File: src/rtl/systolic_conv_1d_stream_pkg.sv
// Shared FSM state type and the round/saturate helper for the 1-D systolic convolution engine.
package conv1d_pkg;
  localparam int SHIFT_W  = 5;
  localparam int STRIDE_W = 2;
  localparam int WIDE_W   = 64;

  typedef enum logic [1:0] {IDLE, RUN, FLUSH, DRAIN} state_e;

  // Round half-up at the shift point, arithmetic shift, then clamp to a dw-bit signed range.
  function automatic logic signed [WIDE_W-1:0] sat_round(
    input logic signed [WIDE_W-1:0] acc,
    input logic [SHIFT_W-1:0]       shift,
    input int                       dw
  );
    logic signed [WIDE_W-1:0] r, v, hi, lo;
    r = acc;
    if (shift != '0) r = acc + (WIDE_W'(1) <<< (shift - SHIFT_W'(1)));
    v  = r >>> shift;
    hi = (WIDE_W'(1) <<< (dw - 1)) - WIDE_W'(1);
    lo = -(WIDE_W'(1) <<< (dw - 1));
    if (v > hi)      v = hi;
    else if (v < lo) v = lo;
    return v;
  endfunction
endpackage

File: src/rtl/systolic_conv_1d_stream_if.sv
// Kernel-write, configuration, sample-in and result-out signals of the convolution engine.
interface systolic_conv_1d_stream_if #(
  parameter int NUM_PE     = 16,
  parameter int DATA_WIDTH = 8,
  parameter int TAP_W      = $clog2(NUM_PE + 1),
  parameter int ADDR_W     = (NUM_PE > 1) ? $clog2(NUM_PE) : 1
);
  import conv1d_pkg::*;

  logic                         kernel_we;
  logic [ADDR_W-1:0]            kernel_addr;
  logic signed [DATA_WIDTH-1:0] kernel_data;
  logic [TAP_W-1:0]             cfg_taps;
  logic [STRIDE_W-1:0]          cfg_stride;
  logic [SHIFT_W-1:0]           cfg_shift;
  logic                         cfg_full;
  logic                         start;
  logic                         cfg_err;
  logic                         busy;
  logic signed [DATA_WIDTH-1:0] x_data;
  logic                         x_valid;
  logic                         x_last;
  logic                         x_ready;
  logic signed [DATA_WIDTH-1:0] y_data;
  logic                         y_valid;
  logic                         y_ready;

  modport slave (
    input  kernel_we, kernel_addr, kernel_data, cfg_taps, cfg_stride, cfg_shift, cfg_full, start,
    input  x_data, x_valid, x_last, y_ready,
    output cfg_err, busy, x_ready, y_data, y_valid
  );

  modport master (
    output kernel_we, kernel_addr, kernel_data, cfg_taps, cfg_stride, cfg_shift, cfg_full, start,
    output x_data, x_valid, x_last, y_ready,
    input  cfg_err, busy, x_ready, y_data, y_valid
  );
endinterface

File: src/rtl/systolic_conv_1d_stream_pe.sv
// One transposed-form FIR tap: coefficient register, signed multiply, add-in and accumulator.
module conv1d_pe #(
  parameter int DATA_WIDTH = 8,
  parameter int ACC_WIDTH  = 2 * DATA_WIDTH + 4
) (
  input  logic                         clk,
  input  logic                         reset_n,
  input  logic                         i_coef_we,
  input  logic signed [DATA_WIDTH-1:0] i_coef,
  input  logic                         i_clear,
  input  logic                         i_step,
  input  logic                         i_active,
  input  logic                         i_last,
  input  logic signed [DATA_WIDTH-1:0] i_x,
  input  logic signed [ACC_WIDTH-1:0]  i_acc_in,
  output logic signed [ACC_WIDTH-1:0]  o_acc,
  output logic signed [ACC_WIDTH-1:0]  o_sum
);
  logic signed [DATA_WIDTH-1:0]   r_coef;
  logic signed [ACC_WIDTH-1:0]    r_acc;
  logic signed [2*DATA_WIDTH-1:0] w_prod;
  logic signed [ACC_WIDTH-1:0]    w_add_in;

  assign w_prod   = r_coef * i_x;
  // The last active tap starts the chain, so it takes no contribution from its neighbour.
  assign w_add_in = i_last ? '0 : i_acc_in;
  assign o_sum    = w_add_in + ACC_WIDTH'(w_prod);
  assign o_acc    = r_acc;

  // NOTE: sequential state uses non-blocking assignments so every tap samples its neighbour's
  // pre-edge value; blocking here would ripple one sample through the whole chain in one edge.
  // NOTE: the coefficient store is reset explicitly so a reset leaves no stale kernel behind.
  always_ff @(posedge clk or negedge reset_n) begin
    if (!reset_n) begin
      r_coef <= '0;
      r_acc  <= '0;
    end else begin
      if (i_coef_we) r_coef <= i_coef;
      if (i_clear)                 r_acc <= '0;
      else if (i_step && i_active) r_acc <= o_sum;
    end
  end
endmodule

File: src/rtl/systolic_conv_1d_stream.sv
// Streaming 1-D signed convolution: frame FSM, keep/stride counters, PE chain and output register.
module systolic_conv_1d_stream
  import conv1d_pkg::*;
#(
  parameter int NUM_PE     = 16,
  parameter int DATA_WIDTH = 8,
  parameter int ACC_WIDTH  = 2 * DATA_WIDTH + 4,
  parameter int TAP_W      = $clog2(NUM_PE + 1)
) (
  input logic                    clk,
  input logic                    reset_n,
  systolic_conv_1d_stream_if.slave bus
);
  localparam int ADDR_W = (NUM_PE > 1) ? $clog2(NUM_PE) : 1;

  state_e                       r_state;
  logic [TAP_W-1:0]             r_taps;
  logic [STRIDE_W-1:0]          r_stride;
  logic [SHIFT_W-1:0]           r_shift;
  logic                         r_full;
  logic [TAP_W-1:0]             r_step_cnt;
  logic [STRIDE_W-1:0]          r_stride_cnt;
  logic [TAP_W-1:0]             r_flush_cnt;
  logic                         r_busy;
  logic                         r_cfg_err;
  logic signed [DATA_WIDTH-1:0] r_y_data;
  logic                         r_y_valid;

  logic signed [ACC_WIDTH-1:0]  w_acc [0:NUM_PE];
  logic signed [ACC_WIDTH-1:0]  w_sum [0:NUM_PE-1];
  logic signed [DATA_WIDTH-1:0] w_x;
  logic w_slot_free, w_x_ready, w_inject, w_step, w_keep, w_emit;
  logic w_cfg_legal, w_start_ok, w_start_bad, w_kernel_we;

  assign w_slot_free = !r_y_valid || bus.y_ready;
  assign w_x_ready   = (r_state == RUN) && w_slot_free;
  assign w_inject    = (r_state == FLUSH) && w_slot_free;
  assign w_step      = (bus.x_valid && w_x_ready) || w_inject;
  assign w_x         = w_inject ? '0 : bus.x_data;
  // Valid mode drops the first K-1 steps; the step counter saturates at K-1.
  assign w_keep      = r_full || (r_step_cnt == r_taps - TAP_W'(1));
  assign w_emit      = w_step && w_keep && (r_stride_cnt == '0);

  assign w_cfg_legal = (bus.cfg_taps != '0) && (bus.cfg_taps <= TAP_W'(NUM_PE));
  assign w_start_ok  = bus.start && (r_state == IDLE) && w_cfg_legal;
  assign w_start_bad = bus.start && (r_state == IDLE) && !w_cfg_legal;
  assign w_kernel_we = bus.kernel_we && !r_busy;

  assign w_acc[NUM_PE] = '0;

  for (genvar k = 0; k < NUM_PE; k++) begin : g_pe
    conv1d_pe #(.DATA_WIDTH(DATA_WIDTH), .ACC_WIDTH(ACC_WIDTH)) u_pe (
      .clk      (clk),
      .reset_n  (reset_n),
      .i_coef_we(w_kernel_we && (bus.kernel_addr == ADDR_W'(k))),
      .i_coef   (bus.kernel_data),
      .i_clear  (w_start_ok),
      .i_step   (w_step),
      .i_active (TAP_W'(k) < r_taps),
      .i_last   (TAP_W'(k) == r_taps - TAP_W'(1)),
      .i_x      (w_x),
      .i_acc_in (w_acc[k+1]),
      .o_acc    (w_acc[k]),
      .o_sum    (w_sum[k])
    );
  end

  always_ff @(posedge clk or negedge reset_n) begin
    if (!reset_n) begin
      r_state      <= IDLE;
      r_taps       <= '0;
      r_stride     <= '0;
      r_shift      <= '0;
      r_full       <= 1'b0;
      r_step_cnt   <= '0;
      r_stride_cnt <= '0;
      r_flush_cnt  <= '0;
      r_busy       <= 1'b0;
      r_cfg_err    <= 1'b0;
      r_y_data     <= '0;
      r_y_valid    <= 1'b0;
    end else begin
      r_cfg_err <= w_start_bad;

      // A new result may replace the one being consumed in the same cycle.
      if (w_emit) begin
        r_y_data  <= DATA_WIDTH'(sat_round(WIDE_W'(w_sum[0]), r_shift, DATA_WIDTH));
        r_y_valid <= 1'b1;
      end else if (bus.y_ready) begin
        r_y_valid <= 1'b0;
      end

      if (w_step) begin
        if (!w_keep) r_step_cnt <= r_step_cnt + TAP_W'(1);
        else         r_stride_cnt <= (r_stride_cnt == r_stride) ? '0 : r_stride_cnt + STRIDE_W'(1);
      end

      case (r_state)
        IDLE: if (w_start_ok) begin
          r_taps       <= bus.cfg_taps;
          r_stride     <= bus.cfg_stride;
          r_shift      <= bus.cfg_shift;
          r_full       <= bus.cfg_full;
          r_step_cnt   <= '0;
          r_stride_cnt <= '0;
          r_busy       <= 1'b1;
          r_state      <= RUN;
        end
        RUN: if (w_step && bus.x_last) begin
          r_flush_cnt <= r_taps - TAP_W'(1);
          r_state     <= (r_full && r_taps > TAP_W'(1)) ? FLUSH : DRAIN;
        end
        FLUSH: if (w_inject) begin
          r_flush_cnt <= r_flush_cnt - TAP_W'(1);
          if (r_flush_cnt == TAP_W'(1)) r_state <= DRAIN;
        end
        DRAIN: if (w_slot_free) begin
          r_busy  <= 1'b0;
          r_state <= IDLE;
        end
        default: r_state <= IDLE;
      endcase
    end
  end

  assign bus.cfg_err = r_cfg_err;
  assign bus.busy    = r_busy;
  assign bus.x_ready = w_x_ready;
  assign bus.y_data  = r_y_data;
  assign bus.y_valid = r_y_valid;
endmodule

File: src/flat_wrapper.sv
// flat-port wrapper written by rule: the top's interface ports become plain ports
module systolic_conv_1d_stream_flat import conv1d_pkg::*;
#(
  parameter int NUM_PE     = 16,
  parameter int DATA_WIDTH = 8,
  parameter int ACC_WIDTH  = 2 * DATA_WIDTH + 4,
  parameter int TAP_W      = $clog2(NUM_PE + 1)
)
  (clk, reset_n, bus_kernel_we, bus_kernel_addr, bus_kernel_data, bus_cfg_taps, bus_cfg_stride, bus_cfg_shift, bus_cfg_full, bus_start, bus_x_data, bus_x_valid, bus_x_last, bus_y_ready, bus_cfg_err, bus_busy, bus_x_ready, bus_y_data, bus_y_valid);
  systolic_conv_1d_stream_if #(.NUM_PE(NUM_PE), .DATA_WIDTH(DATA_WIDTH), .TAP_W(TAP_W)) bus_i ();
  input logic clk;
  input logic reset_n;
  input wire logic [$bits(bus_i.kernel_we)-1:0] bus_kernel_we;
  input wire logic [$bits(bus_i.kernel_addr)-1:0] bus_kernel_addr;
  input wire logic [$bits(bus_i.kernel_data)-1:0] bus_kernel_data;
  input wire logic [$bits(bus_i.cfg_taps)-1:0] bus_cfg_taps;
  input wire logic [$bits(bus_i.cfg_stride)-1:0] bus_cfg_stride;
  input wire logic [$bits(bus_i.cfg_shift)-1:0] bus_cfg_shift;
  input wire logic [$bits(bus_i.cfg_full)-1:0] bus_cfg_full;
  input wire logic [$bits(bus_i.start)-1:0] bus_start;
  input wire logic [$bits(bus_i.x_data)-1:0] bus_x_data;
  input wire logic [$bits(bus_i.x_valid)-1:0] bus_x_valid;
  input wire logic [$bits(bus_i.x_last)-1:0] bus_x_last;
  input wire logic [$bits(bus_i.y_ready)-1:0] bus_y_ready;
  output wire logic [$bits(bus_i.cfg_err)-1:0] bus_cfg_err;
  output wire logic [$bits(bus_i.busy)-1:0] bus_busy;
  output wire logic [$bits(bus_i.x_ready)-1:0] bus_x_ready;
  output wire logic [$bits(bus_i.y_data)-1:0] bus_y_data;
  output wire logic [$bits(bus_i.y_valid)-1:0] bus_y_valid;
  assign bus_i.kernel_we = bus_kernel_we;
  assign bus_i.kernel_addr = bus_kernel_addr;
  assign bus_i.kernel_data = bus_kernel_data;
  assign bus_i.cfg_taps = bus_cfg_taps;
  assign bus_i.cfg_stride = bus_cfg_stride;
  assign bus_i.cfg_shift = bus_cfg_shift;
  assign bus_i.cfg_full = bus_cfg_full;
  assign bus_i.start = bus_start;
  assign bus_i.x_data = bus_x_data;
  assign bus_i.x_valid = bus_x_valid;
  assign bus_i.x_last = bus_x_last;
  assign bus_i.y_ready = bus_y_ready;
  assign bus_cfg_err = bus_i.cfg_err;
  assign bus_busy = bus_i.busy;
  assign bus_x_ready = bus_i.x_ready;
  assign bus_y_data = bus_i.y_data;
  assign bus_y_valid = bus_i.y_valid;
  systolic_conv_1d_stream #(.NUM_PE(NUM_PE), .DATA_WIDTH(DATA_WIDTH), .ACC_WIDTH(ACC_WIDTH), .TAP_W(TAP_W)) u_core (.clk(clk), .reset_n(reset_n), .bus(bus_i));
endmodule
File: config.mk
export PLATFORM = sky130hd
export DESIGN_NAME = systolic_conv_1d_stream_flat
export DESIGN_NICKNAME = d
export VERILOG_FILES = /design/src/rtl/systolic_conv_1d_stream_pkg.sv /design/src/rtl/systolic_conv_1d_stream_if.sv /design/src/rtl/systolic_conv_1d_stream_pe.sv /design/src/rtl/systolic_conv_1d_stream.sv /design/src/flat_wrapper.sv
export SDC_FILE = /design/constraint.sdc
export NUM_CORES = 2
export LEC_CHECK = 0
export ABC_AREA = 0
export CAP_MARGIN = 20
export CELL_PAD_IN_SITES_DETAIL_PLACEMENT = 0
export CELL_PAD_IN_SITES_GLOBAL_PLACEMENT = 1
export CORE_MARGIN = 5
export CORE_UTILIZATION = 57
export CTS_CLUSTER_DIAMETER = 100
export DETAILED_ROUTE_END_ITERATION = 16
export HOLD_SLACK_MARGIN = 0.12
export PLACE_DENSITY_LB_ADDON = 0.08
export SETUP_SLACK_MARGIN = 0.05
export SYNTH_ARGS = -nofsm -noshare
export SYNTH_HDL_FRONTEND = slang
export SYNTH_HIERARCHICAL = 1
export SYNTH_SLANG_ARGS = --single-unit
export TNS_END_PERCENT = 100
File: constraint.sdc
create_clock -name clk -period 17.6 [get_ports clk]
set_clock_uncertainty 0.2 [all_clocks]
set_input_delay 3.52 -clock clk [delete_from_list [all_inputs] [get_ports clk]]
set_output_delay 3.52 -clock clk [all_outputs]
set_load 0.05 [all_outputs]
==> summary.txt <==
Status
  – Status: finished clean

Global routing
  – Pin count of the biggest net entering global routing: 128
  – First-pass GRT wire length: 368000 um
  – GRT Total Usage: approximately 29%
  – Vias in the first global route: between 60k and 70k
  – Initial antenna violation count: 13
  – GRT overflow: 0

Clock tree
  – H-tree levels: 2
  – CTS Sinks: about 470
  – Maximum clock path buffer count: 3
  – Resize count post-CTS: 0
  – Cts-stage hold buffer count: 0
  – CTS Root Cell: clkbuf_16
  – Clk_lat worst skew: 0.69 ns
  – Postcts setup bufs: 0
  – CTS tree: done
  – Number of buffers created by CTS: 61
  – Reg clk slew, reported paths: approximately 0.06 ns

STA
  – Max Clk Rate: ~66 MHz
  – Final hold vios: 0
  – Period utilisation layout: approximately 86%
  – Slew headroom: around a quarter
  – Slew Limit Fails: 0
  – Setup TNS: 0 ns
  – Setup violators final: 0
  – Final min period: 15.10 ns
  – Least-Margin Pin Slew: 1.13 ns
  – RSZ-0062 raised after global routing: false
  – Crit path setup slack, layout: about 2.5 ns

Routing
  – Antenna viol nets, final: 0
  – WL/cell: roughly 21 um
  – Pre-antenna DRT Iters: 6
  – Via density: ~5.8
  – Met2 WL: approximately 110000 um
  – Detailed-route via count: around 62k
  – Met3 wire length: roughly 9600 um
  – DR iter-0 viols: 3763
  – Uppermost layer routed: met5
  – Drt total wl: 225000 um
  – DRC errors left: 0
  – M1 WL: ~100000 um

Worst setup path
  – CP Launch Type: input pin
  – Crit Path Category: input pin to register
  – WP data required: 17.90 ns
  – CP max stage delay: approximately 0.91 ns
  – Critical Path Sink Type: register
  – CP max FO: 72
  – WP data arrival: 15.39 ns
  – CP max stage cell: and2_4

Die
  – Core Footprint: between 100000 and 150000 um^2
  – DIE HEIGHT: ~400 um
  – Initial Utilization: a little under three fifths
  – Chip Width: approximately 400 um
  – # IOs: 52
  – Die ar.: between 150000 and 200000 um^2
  – Row cnt: 141

Placed design
  – DP Worst Slack: about 2.1 ns
  – HPWL after DPL: around 170000 um
  – IO buf count: 51
  – Gp weighted congestion: 0.910

Synthesis
  – Mapped Cells: ~8.8k
  – YS warnings: 6
  – Mean Syn Cell Area: around 9.7 um^2
  – Syn Std Cell Area: 85000 um^2

Finish
  – Fill cells: roughly 13k
  – Layout cells sized above 1: 6.39%
  – Area of the multi-input gates: about 66000 um^2
  – Reg area: between 10000 and 15000 um^2
  – Final #Nets: 11.0k
  – Area added between synthesis and finish: 5.47%

Worst hold path
  – Worst Hold Class: register to register

Flow run
  – Max-cap violations: 0
==> metrics by stage <==
stage	utilization [%]	std cells	area (um^2)	hold WS (ns)
after floorplan	-	8819	85100	0.240
after global placement	59.0	10600	87400	0.254
after detailed placement	59.1	10600	87400	0.259
after CTS	60.5	10700	89600	0.272
after global routing	60.6	10700	89700	0.307
final	60.6	10700	89700	0.266
==> worst max-delay path: cells and delay by family <==
family	cells	cell delay [ns]
AOI/OAI and AO/OA	10	2.81
adders and majority gates	7	3.18
buffers and inverters	6	1.23
and+or+nand+nor	10	3.87
muxes	1	0.49
xor gates and xnor gates	1	0.18
==> final cells by class <==
cell class / instances / area share, %
timing repair buffer: 134 / 1.32
clock buffer: 83 / 1.95
antenna: 2 / 0.00558
tap: 1930 / 2.69
multi-input combinational: 6522 / 74.0
clock inverter: 30 / 0.456
sequential: 466 / 13.0
inverter: 1561 / 6.54
==> path summary, 6_finish.rpt <==
kind | start | endpoint | slack (ns) | cells after the start
setup / recovery | bus_y_ready | u_core/bus.y_data[4] | 2.50 | 35
hold / removal | u_core/g_pe[12].u_pe/o_acc[18] | u_core/g_pe[12].u_pe/o_acc[18] | 0.27 | 2
setup reg to reg | u_core/r_state[0] | u_core/bus.y_data[4] | 5.21 | 35
hold reg to reg | u_core/g_pe[12].u_pe/o_acc[18] | u_core/g_pe[12].u_pe/o_acc[18] | 0.27 | 2
max in group asynchronous | reset_n | u_core/g_pe[14].u_pe/o_acc[15] | 11.56 | 4
min in group asynchronous | reset_n | u_core/r_shift[0] | 2.68 | 1
==> metal layers <==
layer  global-route usage (%)  up-vias
li1                         -    28600
met1                     39.8    32000
met2                     49.9     1424
met3                     3.14      391
met4                     8.50        2
met5                        0        -
==> layout by cell type, fill, tap and decap left out, drive strengths merged, types with 42 or more instances in the layout <==
master,instances
inv,1542
fa,1409
ha,783
nand2,641
and2,565
dfrtp,466
nor2,372
a21oi,275
a22o,272
xnor2,261
nor2b,245
o21ai,224
nand2b,144
mux2,138
a21o,98
buf,92
clkbuf,83
nor3,78
xor2,74
nand3,68
nand4,67
a211oi,64
a31oi,61
and3,59
clkdlybuf4s50,42
==> registers in the layout, indices dropped and copies added (netlist names), 2 cells and up <==
signal / cells
u_core/bus.y_data: 8
u_core/g_pe.u_pe/o_acc: 300
u_core/g_pe.u_pe/r_coef: 128
u_core/r_flush_cnt: 5
u_core/r_shift: 5
u_core/r_state: 2
u_core/r_step_cnt: 5
u_core/r_stride: 2
u_core/r_stride_cnt: 2
u_core/r_taps: 5
Power is left out: the tool's default activity adds up to more than one toggle a clock period on the data nets, which glitch-free logic cannot reach.
